===== src/rtl/sdwide_sampler.sv =====
// Receive-side SD sampler: finds SD-clock edges in oversampled words and captures all lines at a programmable offset.
// Optional majority-of-three sampling when SDWIDE_SAMPLER_VOTE_EN is defined.
module sdwide_sampler #(
  parameter int NCH = 4,
  parameter int NW  = 8,
  localparam int LGNW = $clog2(NW)
) (
  input  logic              i_clk,
  input  logic              i_reset_n,
  input  logic              i_en,
  input  logic              i_wait_start,
  input  logic              i_ddr,
  input  logic [LGNW-1:0]   i_shift,
  input  logic [NW-1:0]     i_ck_wide,
  input  logic [NCH*NW-1:0] i_rx_wide,
  output logic [1:0]        o_count,
  output logic [2*NCH-1:0]  o_data,
  output logic              o_started,
  output logic              o_err
);
  localparam int TW = 2*NW + 1;
  localparam int IW = $clog2(TW);

  typedef enum logic [1:0] {S_IDLE, S_WAIT, S_ACTIVE} state_t;
  state_t state;

  logic [NW-1:0]     ck_p0, ck_p1;
  logic              ck_last;
  logic [NCH*NW-1:0] rx_p0, rx_p1;
  logic [NCH-1:0]    rx_last;
  logic              vld_p0, vld_p1;
  logic              wait_p0, wait_p1;

  // Stage p0 holds the look-ahead word, p1 the word under evaluation, *_last the tail of the one before.
  always_ff @(posedge i_clk or negedge i_reset_n) begin
    if (!i_reset_n) begin
      ck_p0   <= '0;
      ck_p1   <= '0;
      ck_last <= 1'b0;
      rx_p0   <= '0;
      rx_p1   <= '0;
      rx_last <= '0;
      vld_p0  <= 1'b0;
      vld_p1  <= 1'b0;
      wait_p0 <= 1'b0;
      wait_p1 <= 1'b0;
    end else begin
      ck_p0   <= i_ck_wide;
      ck_p1   <= ck_p0;
      ck_last <= ck_p1[0];
      rx_p0   <= i_rx_wide;
      rx_p1   <= rx_p0;
      for (int c = 0; c < NCH; c++) rx_last[c] <= rx_p1[c*NW];
      vld_p0  <= i_en;
      vld_p1  <= vld_p0;
      wait_p0 <= i_wait_start;
      wait_p1 <= wait_p0;
    end
  end

  // Timeline bit 2*NW-1-t holds time t of the word under evaluation (t=-1 is the previous word's tail).
  function automatic logic pick(input logic [TW-1:0] tl, input int idx);
`ifdef SDWIDE_SAMPLER_VOTE_EN
    logic a, b, c;
    a = tl[IW'(idx + 1)];
    b = tl[IW'(idx)];
    c = tl[IW'(idx - 1)];
    return (a & b) | (a & c) | (b & c);
`else
    return tl[IW'(idx)];
`endif
  endfunction

  logic [NW:0] ck_tl;
  logic [1:0]  n_edge;
  int          t_first, t_second;

  assign ck_tl = {ck_last, ck_p1};

  always_comb begin
    n_edge   = '0;
    t_first  = 0;
    t_second = 0;
    for (int t = 0; t < NW; t++) begin
      if ((ck_tl[NW-1-t] & ~ck_tl[NW-t]) | (i_ddr & ~ck_tl[NW-1-t] & ck_tl[NW-t])) begin
        if (n_edge == 2'd0)      t_first  = t;
        else if (n_edge == 2'd1) t_second = t;
        if (n_edge != 2'd3) n_edge = n_edge + 2'd1;
      end
    end
  end

  logic [NCH-1:0] vec_a, vec_b;

  always_comb begin
    vec_a = '0;
    vec_b = '0;
    for (int c = 0; c < NCH; c++) begin
      vec_a[c] = pick({rx_last[c], rx_p1[c*NW +: NW], rx_p0[c*NW +: NW]},
                      2*NW - 1 - t_first - int'(i_shift));
      vec_b[c] = pick({rx_last[c], rx_p1[c*NW +: NW], rx_p0[c*NW +: NW]},
                      2*NW - 1 - t_second - int'(i_shift));
    end
  end

  logic [1:0]       n_cap, wait_cnt;
  logic [2*NCH-1:0] cap_data, wait_data;
  logic             start_hit;

  // A start bit may be either captured vector; whatever precedes it in the word is discarded.
  always_comb begin
    n_cap     = (n_edge == 2'd3) ? 2'd2 : n_edge;
    cap_data  = '0;
    wait_cnt  = '0;
    wait_data = '0;
    start_hit = 1'b0;
    case (n_cap)
      2'd1:    cap_data = {vec_a, {NCH{1'b0}}};
      2'd2:    cap_data = {vec_a, vec_b};
      default: cap_data = '0;
    endcase
    if (n_cap != 2'd0 && !vec_a[0]) begin
      start_hit = 1'b1;
      wait_cnt  = n_cap;
      wait_data = cap_data;
    end else if (n_cap == 2'd2 && !vec_b[0]) begin
      start_hit = 1'b1;
      wait_cnt  = 2'd1;
      wait_data = {vec_b, {NCH{1'b0}}};
    end
  end

  // Output stage: enable carried with the word drives the capture state machine.
  always_ff @(posedge i_clk or negedge i_reset_n) begin
    if (!i_reset_n) begin
      state     <= S_IDLE;
      o_count   <= '0;
      o_data    <= '0;
      o_started <= 1'b0;
      o_err     <= 1'b0;
    end else begin
      o_count <= '0;
      o_data  <= '0;
      if (!vld_p1) begin
        state     <= S_IDLE;
        o_started <= 1'b0;
        o_err     <= 1'b0;
      end else begin
        if (n_edge == 2'd3) o_err <= 1'b1;
        case (state)
          S_IDLE: begin
            if (wait_p1) begin
              state     <= S_WAIT;
              o_started <= 1'b0;
            end else begin
              state     <= S_ACTIVE;
              o_started <= 1'b1;
              o_count   <= n_cap;
              o_data    <= cap_data;
            end
          end
          S_WAIT: begin
            if (start_hit) begin
              state     <= S_ACTIVE;
              o_started <= 1'b1;
              o_count   <= wait_cnt;
              o_data    <= wait_data;
            end
          end
          S_ACTIVE: begin
            o_count <= n_cap;
            o_data  <= cap_data;
          end
          default: begin
            state     <= S_IDLE;
            o_started <= 1'b0;
          end
        endcase
      end
    end
  end

endmodule

===== config.mk =====
export PLATFORM = sky130hd
export DESIGN_NAME = sdwide_sampler
export DESIGN_NICKNAME = d
export VERILOG_FILES = /design/src/rtl/sdwide_sampler.sv
export SDC_FILE = /design/constraint.sdc
export NUM_CORES = 1
export LEC_CHECK = 0
export ABC_AREA = 1
export CORE_ASPECT_RATIO = 0.9
export CORE_UTILIZATION = 25
export CTS_BUF_LIST = sky130_fd_sc_hd__clkbuf_4 sky130_fd_sc_hd__clkbuf_8 sky130_fd_sc_hd__clkbuf_16
export CTS_CLUSTER_DIAMETER = 200
export DETAILED_ROUTE_END_ITERATION = 16
export GPL_TIMING_DRIVEN = 0
export REMOVE_ABC_BUFFERS = 1
export SETUP_SLACK_MARGIN = 0.02
export SKIP_LAST_GASP = 1
export SLEW_MARGIN = 20
export SYNTH_ARGS = -nofsm -noshare
export SYNTH_HDL_FRONTEND = slang
export SYNTH_SLANG_ARGS = --single-unit

===== constraint.sdc =====
create_clock -name i_clk -period 5.1 [get_ports i_clk]
set_input_delay 1.02 -clock i_clk [delete_from_list [all_inputs] [get_ports i_clk]]
set_output_delay 1.02 -clock i_clk [all_outputs]
set_load 0.02 [all_outputs]

==> flow_metrics.env, run 1 <==
export IMPL_synth_most_common_cell="nand2_1"
export IMPL_crit_slowest_cell="fa_2"
export IMPL_max_stage_delay_ps=620
export IMPL_maxSlewHeadroom=0.618
export IMPL_ys_ff_latch=102
export IMPL_switchingPower_mw=1.20
export IMPL_drt_pass1_iterations=5
export IMPL_vdd_drop_max_mv=0.214
export IMPL_maxCapViolations=0
export IMPL_clk_latency_ps=360
export IMPL_cts_sinks=102
export IMPL_track_usage=0.127
export IMPL_finalPower_mw=3.00
export IMPL_drc_errors=0
export IMPL_core_area_sq_mm=0.0193
export IMPL_cts_made_buffers=9
export IMPL_hold_violations=0
export IMPL_clk_pin_slew_ps=70
export IMPL_startpoint_type="input port"
export IMPL_crit_type="in2reg"
export IMPL_route_final_wire_length_mm=12.3
export IMPL_p_leak_nw=2.96
export IMPL_area_growth_pct=32.1
export IMPL_placed_cells=876
export IMPL_route_detailed_wl_per_inst_um=13.5
export IMPL_layout_min_cycle_time_ps=4880
export IMPL_worst_setup_path_end_kind="flop"
export IMPL_yosys_area_top_type_share=0.513
export IMPL_tightest_slew_ps=566
export IMPL_diodes=0
export IMPL_drv_slew=0
export IMPL_swShare=0.399
export IMPL_ys_seq_area_frac=0.513
export IMPL_synthCells=588
export IMPL_r2r_start="ck_p1[6]$_DFF_PN0_"
export IMPL_comb_power_share=0.479
export IMPL_grt_pass1_vias=3919
export IMPL_ctsRootBufferMaster="clkbuf_16"
export IMPL_viasPerCell=4.61
export IMPL_syn_cell_area_sq_mm=0.00497
export IMPL_ys_async_sr_fraction=1.00
export IMPL_boundaryPins=60
export IMPL_place_congestion=0.847
export IMPL_setup_viol=0
export IMPL_gr_total_overflow=0
export IMPL_grt_first_pass_wirelength_mm=19.8
export IMPL_ant_nets=0
export IMPL_grt_max_degree=64
export IMPL_synth_cell_types=39
export IMPL_htreeDepth=3
export IMPL_drt_iter0_markers=264
export IMPL_synth_area_leaders="dfrtp_1, nand2_1, nand3_1"
export IMPL_max_freq_mhz=205
export IMPL_cp_required_ps=5330
export IMPL_run_status="complete, no violations"
export IMPL_fin_tns_setup_ps=0
export IMPL_fin_crit_sh=0.957
export IMPL_synth_main_ff_cell="dfrtp_1"
export IMPL_power_density_mw_per_mm2=457
export IMPL_synth_edf_count=0
export IMPL_power_frac_seq=0.302
export IMPL_cp_arrival_ps=5120
export IMPL_skew_ps=7.23
export IMPL_min_path_type="reg2reg"
export IMPL_instances_no_fill=911
export IMPL_rows=48
export IMPL_fillCellCount=1992
export IMPL_clockBufferDepth=2
export IMPL_dr_total_vias=4201
export IMPL_p_int_mw=1.81
export IMPL_die_area_sq_mm=0.0205
export IMPL_cp_common_cell="nand2_2"
export IMPL_hp_start="ck_p0[5]$_DFF_PN0_"
export IMPL_clockPowerShare=0.218
export IMPL_antenna_found_initial=0
export IMPL_hold_ws_ps=349
export IMPL_dpl_hpwl_mm=8.26
export IMPL_die_w_um=151
export IMPL_start_util=0.257
export IMPL_yosysWarnings=0
export IMPL_fin_nets=720
export IMPL_cp_max_fo=9
export IMPL_cts_tree="yes"
export IMPL_syn_area_per_cell_sq_um=8.46
export IMPL_drive_gt1_frac=0.166
export IMPL_yosysTopAreaCell="dfrtp_1"
export IMPL_die_h_um=136
export IMPL_port_buffers=59
export IMPL_synth_common_cells="nand2_1, dfrtp_1, inv_1"
export IMPL_startpoint="i_ddr"
[cell families after synthesis]
group           Yosys count  share of synthesized area
xor+xnor                  2                    0.00352
simple gates            258                      0.229
flops                   102                      0.513
compound gates          110                      0.132
fa+ha+maj                16                     0.0433
buf+inv                 100                     0.0785
[metrics by stage]
step,instance area [sq um],util,setup slack (ps)
after floorplan,4880,-,-37.2
after global placement,5780,0.299,-2150
after detailed placement,5810,0.300,-1650
after CTS,6270,0.324,55.3
after global routing,6570,0.340,-63.4
final,6570,0.340,217
[final timing paths]
kind | to | slack, ps | cells past startpoint
max | o_data[6]$_DFF_PN0_ | 220 | 30
min | ck_p1[5]$_DFF_PN0_ | 350 | 0
max reg2reg | o_data[6]$_DFF_PN0_ | 430 | 29
min reg2reg | ck_p1[5]$_DFF_PN0_ | 350 | 0
max in group asynchronous | ck_p0[7]$_DFF_PN0_ | 3900 | 2
min in group asynchronous | rx_p0[12]$_DFF_PN0_ | 560 | 1
[cells in the final DEF, fill, tap and decap left out, drive strengths merged, types with 4 or more instances in the layout]
cell	instances
a21oi	36
a31oi	4
buf	21
clkbuf	11
clkdlybuf4s50	57
clkinvlp	5
dfrtp	102
ha	14
inv	78
nand2	138
nand3	66
nand4	5
nor2	41
nor3	4
o211ai	17
o21ai	39
o22ai	4
[sequential cells by signal, summed over array words and instances, names as in the netlist]
register   cells
ck_last        1
ck_p0          8
ck_p1          8
o_count        2
o_data         8
o_err          1
o_started      1
rx_last        4
rx_p0         32
rx_p1         32
state          1
vld_p0         1
vld_p1         1
wait_p0        1
wait_p1        1
[power groups by stage]
stage	registers [mW]	logic, mW	clock network, mW
finish	0.907	1.44	0.656
global route	0.915	1.57	0.714
CTS	0.908	1.27	0.677
detailed placement	0.923	1.13	0
global placement	0.922	1.12	0
floorplan	0.952	0.718	0
[cell type report]
| class | count | area, sq um | area share |
|---|---|---|---|
| Multi-Input combinational cell | 386 | 2330 | 0.354 |
| Sequential cell | 102 | 2550 | 0.389 |
| Clock buffer | 11 | 240 | 0.0366 |
| Inverter | 78 | 308 | 0.0469 |
| Timing Repair inverter | 1 | 7.51 | 0.00114 |
| Timing Repair Buffer | 78 | 779 | 0.119 |
| Tap cell | 250 | 313 | 0.0476 |
| Clock inverter | 5 | 41.3 | 0.00629 |
[what timing repair did]
| item | CTS | global route |
|---|---|---|
| hold buffers | 0 | 0 |
| setup endpoints to repair | 12 | 12 |
| cloned | 1 | 0 |
| pin swaps | 4 | 20 |
| buffers inserted | 5 | 13 |
| resized for setup | 32 | 46 |
[critical path, delay by kind of cell]
kind / cells / cell delay (ps)
AO/OA/AOI/OAI: 3 / 240
AND/OR/NAND/NOR: 18 / 1960
adder cells (fa/ha/maj): 4 / 1360
buffers and inverters: 5 / 520
[per-layer routing]
metal	track usage	share of wire
met5	0	0
met4	0.0428	0.017
met3	0.0295	0.056
met2	0.193	0.46
met1	0.175	0.47
Note: power is estimated with default switching activity, not from simulation.
==> run 2, diff against run 1 <==
--- a/config.mk
+++ b/config.mk
@@ -7,8 +7,7 @@
 export LEC_CHECK = 0
 export ABC_AREA = 1
 export CORE_ASPECT_RATIO = 0.9
-export CORE_UTILIZATION = 25
-export CTS_BUF_LIST = sky130_fd_sc_hd__clkbuf_4 sky130_fd_sc_hd__clkbuf_8 sky130_fd_sc_hd__clkbuf_16
+export CORE_UTILIZATION = 35
 export CTS_CLUSTER_DIAMETER = 200
 export DETAILED_ROUTE_END_ITERATION = 16
 export GPL_TIMING_DRIVEN = 0
@@ -19,3 +18,4 @@
 export SYNTH_ARGS = -nofsm -noshare
 export SYNTH_HDL_FRONTEND = slang
 export SYNTH_SLANG_ARGS = --single-unit
+export TNS_END_PERCENT = 5
==> flow_metrics.env, run 2 (same netlist as run 1, synthesis figures left out) <==
export IMPL_core_area_sq_mm=0.0136
export IMPL_dr_total_vias=4212
export IMPL_die_h_um=115
export IMPL_setup_viol=0
export IMPL_clk_pin_slew_ps=60
export IMPL_die_area_sq_mm=0.0147
export IMPL_grt_first_pass_wirelength_mm=19.8
export IMPL_crit_slowest_cell="fa_2"
export IMPL_fin_crit_sh=0.945
export IMPL_min_path_type="reg2reg"
export IMPL_rows=40
export IMPL_busiest_layer="met2"
export IMPL_path_delay_family="simple AND/OR/NAND/NOR gates"
export IMPL_p_int_mw=1.81
export IMPL_worst_slack_ps=283
export IMPL_drive_gt1_frac=0.134
export IMPL_drc_errors=0
export IMPL_place_congestion=0.875
export IMPL_cts_sinks=102
export IMPL_met3_usage=0.0498
export IMPL_p_leak_nw=2.92
export IMPL_maxCapViolations=0
export IMPL_viasPerCell=5.01
export IMPL_swShare=0.384
export IMPL_htreeDepth=3
export IMPL_crit_type="in2reg"
export IMPL_hold_violations=0
export IMPL_route_final_wire_length_mm=11.9
export IMPL_grt_util_met1=0.219
export IMPL_boundaryPins=60
export IMPL_skew_ps=6.96
export IMPL_fin_nets=712
export IMPL_final_common_cell="nand2_1"
export IMPL_max_freq_mhz=208
export IMPL_gr_total_overflow=0
export IMPL_cp_max_fo=9
export IMPL_placed_cells=815
export IMPL_route_detailed_wl_per_inst_um=14.2
export IMPL_area_growth_pct=28.4
export IMPL_clk_latency_ps=350
export IMPL_place_ws_ps=-2140
export IMPL_startpoint_type="input port"
export IMPL_critPathBufInv=4
export IMPL_maxSlewHeadroom=0.626
export IMPL_clockBufferDepth=2
export IMPL_tightest_slew_ps=554
export IMPL_grt_max_degree=80
export IMPL_diodes=0
export IMPL_cp_required_ps=5370
export IMPL_met2_usage=0.295
export IMPL_top_regs="rx_p0 (32), rx_p1 (32)"
export IMPL_worst_setup_path_end_kind="flop"
export IMPL_layout_min_cycle_time_ps=4820
export IMPL_cts_made_buffers=9
export IMPL_comb_power_share=0.453
export IMPL_antenna_found_initial=0
export IMPL_port_buffers=59
export IMPL_max_stage_delay_ps=600
export IMPL_drt_iter0_markers=340
export IMPL_ctsRootBufferMaster="clkbuf_16"
export IMPL_cp_arrival_ps=5090
export IMPL_multi_input_area_sq_mm=0.00228
export IMPL_placed_cell_area_sq_mm=0.00573
export IMPL_cts_tree="yes"
export IMPL_run_status="complete, no violations"
export IMPL_drt_pass1_iterations=6
export IMPL_finalPower_mw=2.94
export IMPL_vdd_drop_max_mv=0.230
export IMPL_final_cell_mix="nand2_1, dfrtp_1, inv_1"
export IMPL_area_sequential_sq_mm=0.00255
export IMPL_fillCellCount=1291
export IMPL_ant_nets=0
export IMPL_rsz0062_at_grt="false"
export IMPL_power_density_mw_per_mm2=460
export IMPL_power_frac_seq=0.309
export IMPL_drv_slew=0
export IMPL_clockPowerShare=0.238
export IMPL_grt_pass1_vias=4031
export IMPL_switchingPower_mw=1.13
export IMPL_postLayoutCellArea_sq_mm=0.00639
export IMPL_track_usage=0.176
export IMPL_dpl_hpwl_mm=8.01
export IMPL_fin_util=0.469
export IMPL_start_util=0.365
export IMPL_instances_no_fill=840
export IMPL_die_w_um=128
-- run 2: changes by cell type in the layout (fill, tap and decap cells not counted), moves of 2 or more --
| cell | before | now |
|---|---|---|
| nand2_1 | 111 | 119 |
| nand2_2 | 24 | 16 |
| buf_4 | 15 | 9 |
| inv_1 | 66 | 69 |
| inv_2 | 8 | 5 |
| inv_6 | 3 | 0 |
| bufinv_16 | 0 | 2 |
| clkbuf_4 | 2 | 0 |
| clkinvlp_4 | 5 | 3 |
| nor2_1 | 40 | 38 |
| nor2_2 | 1 | 3 |
-- run 2: cell type report --
cell class / instances / area share
flip-flops and latches: 102 / 0.400
multi-input cells: 386 / 0.357
repair inverters: 1 / 0.00118
well taps: 189 / 0.0370
inverters: 78 / 0.0482
clock buffers: 10 / 0.0358
repair buffers: 70 / 0.110
clock inverters: 4 / 0.0116
-- run 2: path summary, 6_finish.rpt --
check | from | cells after the start | slack [ps] | to
max | i_ddr | 31 | 280 | o_data[7]$_DFF_PN0_
min | ck_p0[6]$_DFF_PN0_ | 0 | 350 | ck_p1[6]$_DFF_PN0_
max reg2reg | ck_p1[6]$_DFF_PN0_ | 29 | 500 | o_data[7]$_DFF_PN0_
min reg2reg | ck_p0[6]$_DFF_PN0_ | 0 | 350 | ck_p1[6]$_DFF_PN0_
max in group asynchronous | i_reset_n | 2 | 3960 | ck_p0[6]$_DFF_PN0_
min in group asynchronous | i_reset_n | 1 | 510 | rx_p0[11]$_DFF_PN0_
-- run 2: worst register-to-register path: cells and delay by family, from the launching register on --
family	cells	cell delay (ps)
simple gates	16	1630
fa+ha+maj	4	1320
compound gates	5	790
flops	1	410
buf+inv	4	370
-- run 2: power groups by stage --
stage                     combinational, mW  sequential, mW  clock [mW]
after global routing                   1.47           0.916       0.761
after floorplan                       0.718           0.952           0
after CTS                              1.25           0.909       0.725
after global placement                 1.11           0.921           0
final                                  1.33           0.908       0.700
after detailed placement               1.13           0.924           0
-- run 2: metal layers --
layer	wire length, um	share of wire
met1	5250	0.44
met2	5770	0.48
met3	737	0.062
met4	173	0.015
met5	0	0
-- run 2: per-stage QoR --
| stage | TNS (ps) | hold WS [ps] |
|---|---|---|
| after floorplan | -95.4 | 331 |
| after global placement | -76260 | 335 |
| after detailed placement | -22490 | 336 |
| after CTS | 0 | 350 |
| after global routing | 0 | 357 |
| final | 0 | 347 |
-- run 2: what timing repair did --
| action | CTS | global route |
|---|---|---|
| cloned | 1 | 0 |
| buffers inserted | 5 | 5 |
| setup endpoints to repair | 12 | 12 |
| resized for setup | 35 | 31 |
| hold buffers | 0 | 0 |
| pin swaps | 5 | 13 |
| endpoints found under the hold margin | 0 | 0 |
==> run 3, diff against run 2 <==
==> constraint.sdc (replaced) <==
create_clock -name i_clk -period 5.1 [get_ports i_clk]
set_input_delay 0.765 -clock i_clk [delete_from_list [all_inputs] [get_ports i_clk]]
set_output_delay 0.765 -clock i_clk [all_outputs]
set_load 0.02 [all_outputs]
==> flow_metrics.env, run 3 (same netlist as run 1, synthesis figures left out) <==
export IMPL_drt_pass1_iterations=5
export IMPL_tightest_slew_ps=542
export IMPL_p_leak_nw=2.89
export IMPL_boundaryPins=60
export IMPL_drc_errors=0
export IMPL_die_area_sq_mm=0.0147
export IMPL_gr_total_overflow=0
export IMPL_area_growth_pct=25.4
export IMPL_top_regs="rx_p0 (32), rx_p1 (32)"
export IMPL_postLayoutCellArea_sq_mm=0.00624
export IMPL_startpoint_type="input port"
export IMPL_final_cell_mix="nand2_1, dfrtp_1, inv_1"
export IMPL_die_h_um=115
export IMPL_fin_crit_sh=0.933
export IMPL_hold_violations=0
export IMPL_area_sequential_sq_mm=0.00255
export IMPL_clk_latency_ps=350
export IMPL_multi_input_area_sq_mm=0.00216
export IMPL_clk_pin_slew_ps=60
export IMPL_place_congestion=0.875
export IMPL_run_status="complete, no violations"
export IMPL_drive_gt1_frac=0.102
export IMPL_start_util=0.365
export IMPL_worst_setup_path_end_kind="flop"
export IMPL_drt_iter0_markers=430
export IMPL_cp_common_cell="nand2_1"
export IMPL_htreeDepth=3
export IMPL_clockBufferDepth=2
export IMPL_maxSlewHeadroom=0.635
export IMPL_ctsRootBufferMaster="clkbuf_16"
export IMPL_final_common_cell="nand2_1"
export IMPL_rsz0062_at_grt="false"
export IMPL_dr_total_vias=4162
export IMPL_dpl_hpwl_mm=8.01
export IMPL_min_path_type="in2async"
export IMPL_route_final_wire_length_mm=11.7
export IMPL_setup_viol=0
export IMPL_track_usage=0.174
export IMPL_grt_pass1_vias=4012
export IMPL_viasPerCell=4.98
export IMPL_fillCellCount=1309
export IMPL_cts_sinks=102
export IMPL_cts_made_buffers=9
export IMPL_instances_no_fill=836
export IMPL_max_freq_mhz=210
export IMPL_fin_nets=708
export IMPL_power_density_mw_per_mm2=461
export IMPL_maxCapViolations=0
export IMPL_port_buffers=59
export IMPL_route_detailed_wl_per_inst_um=14.0
export IMPL_cp_required_ps=5330
export IMPL_hold_ws_ps=253
export IMPL_rows=40
export IMPL_ant_nets=0
export IMPL_crit_type="in2reg"
export IMPL_layout_min_cycle_time_ps=4760
export IMPL_max_stage_delay_ps=600
export IMPL_diodes=0
export IMPL_placed_cells=815
export IMPL_cp_arrival_ps=4990
export IMPL_crit_slowest_cell="fa_2"
export IMPL_cts_tree="yes"
export IMPL_skew_ps=9.42
export IMPL_grt_max_degree=80
export IMPL_core_area_sq_mm=0.0136
export IMPL_die_w_um=128
export IMPL_placed_cell_area_sq_mm=0.00573
export IMPL_antenna_found_initial=0
export IMPL_grt_first_pass_wirelength_mm=19.6
export IMPL_vdd_drop_max_mv=0.232
export IMPL_drv_slew=0
export IMPL_cp_max_fo=9
run 3: layout make-up:
cell class                 instances  share of cell area
timing repair inverter             1             0.00120
timing repair buffer              66               0.107
sequential                       102               0.409
clock buffer                      10              0.0367
clock inverter                     4              0.0118
tap                              189              0.0379
inverter                          78              0.0494
multi-input combinational        386               0.347
run 3: repair_timing:
action,in CTS,in global routing
cloned,1,0
pin swaps,2,3
gates resized for setup,23,16
setup buffers,2,4
endpoints found under the setup margin,12,12
hold buffers,0,0
run 3: path summary, 6_finish.rpt:
| check | start | cells past startpoint | end | slack (ps) |
|---|---|---|---|---|
| max | i_ddr | 31 | o_started$_DFFE_PN0P_ | 340 |
| min | i_reset_n | 1 | rx_p0[11]$_DFF_PN0_ | 250 |
| max reg2reg | ck_p1[6]$_DFF_PN0_ | 30 | o_started$_DFFE_PN0P_ | 440 |
| min reg2reg | ck_p0[6]$_DFF_PN0_ | 0 | ck_p1[6]$_DFF_PN0_ | 350 |
| max in group asynchronous | i_reset_n | 2 | ck_p0[6]$_DFF_PN0_ | 4220 |
| min in group i_clk | ck_p0[6]$_DFF_PN0_ | 0 | ck_p1[6]$_DFF_PN0_ | 350 |
run 3: power by group:
| group | leakage, nW | switching [mW] | total, mW | internal [mW] |
|---|---|---|---|---|
| sequential | 1.21 | 0.0327 | 0.908 | 0.875 |
| clock | 0.148 | 0.278 | 0.702 | 0.424 |
| combinational | 1.53 | 0.792 | 1.27 | 0.474 |
| total | 2.89 | 1.10 | 2.88 | 1.77 |
run 3: layer usage:
layer | wire length (um) | GRT usage | vias to the layer above
li1 | - | - | 2042
met4 | 182 | 0.0596 | 0
met3 | 742 | 0.0470 | 17
met5 | 0 | 0 | -
met1 | 5210 | 0.219 | 1956
met2 | 5590 | 0.291 | 147
run 3: per-stage QoR:
stage	power, mW	TNS, ps	setup slack [ps]	utilization
finish	2.88	0	343	0.458
global route	3.08	0	50.6	0.458
CTS	2.84	0	57.2	0.453
detailed placement	2.05	-19430	-1890	0.421
global placement	2.03	-47190	-1700	0.419
floorplan	1.67	0	218	-
run 3: worst max-delay path, delay by kind of cell:
family                   cells  cell delay, ps
AO/OA/AOI/OAI                4             450
buffers and inverters        7             760
AND/OR/NAND/NOR             16            1630
adder cells (fa/ha/maj)      4            1380
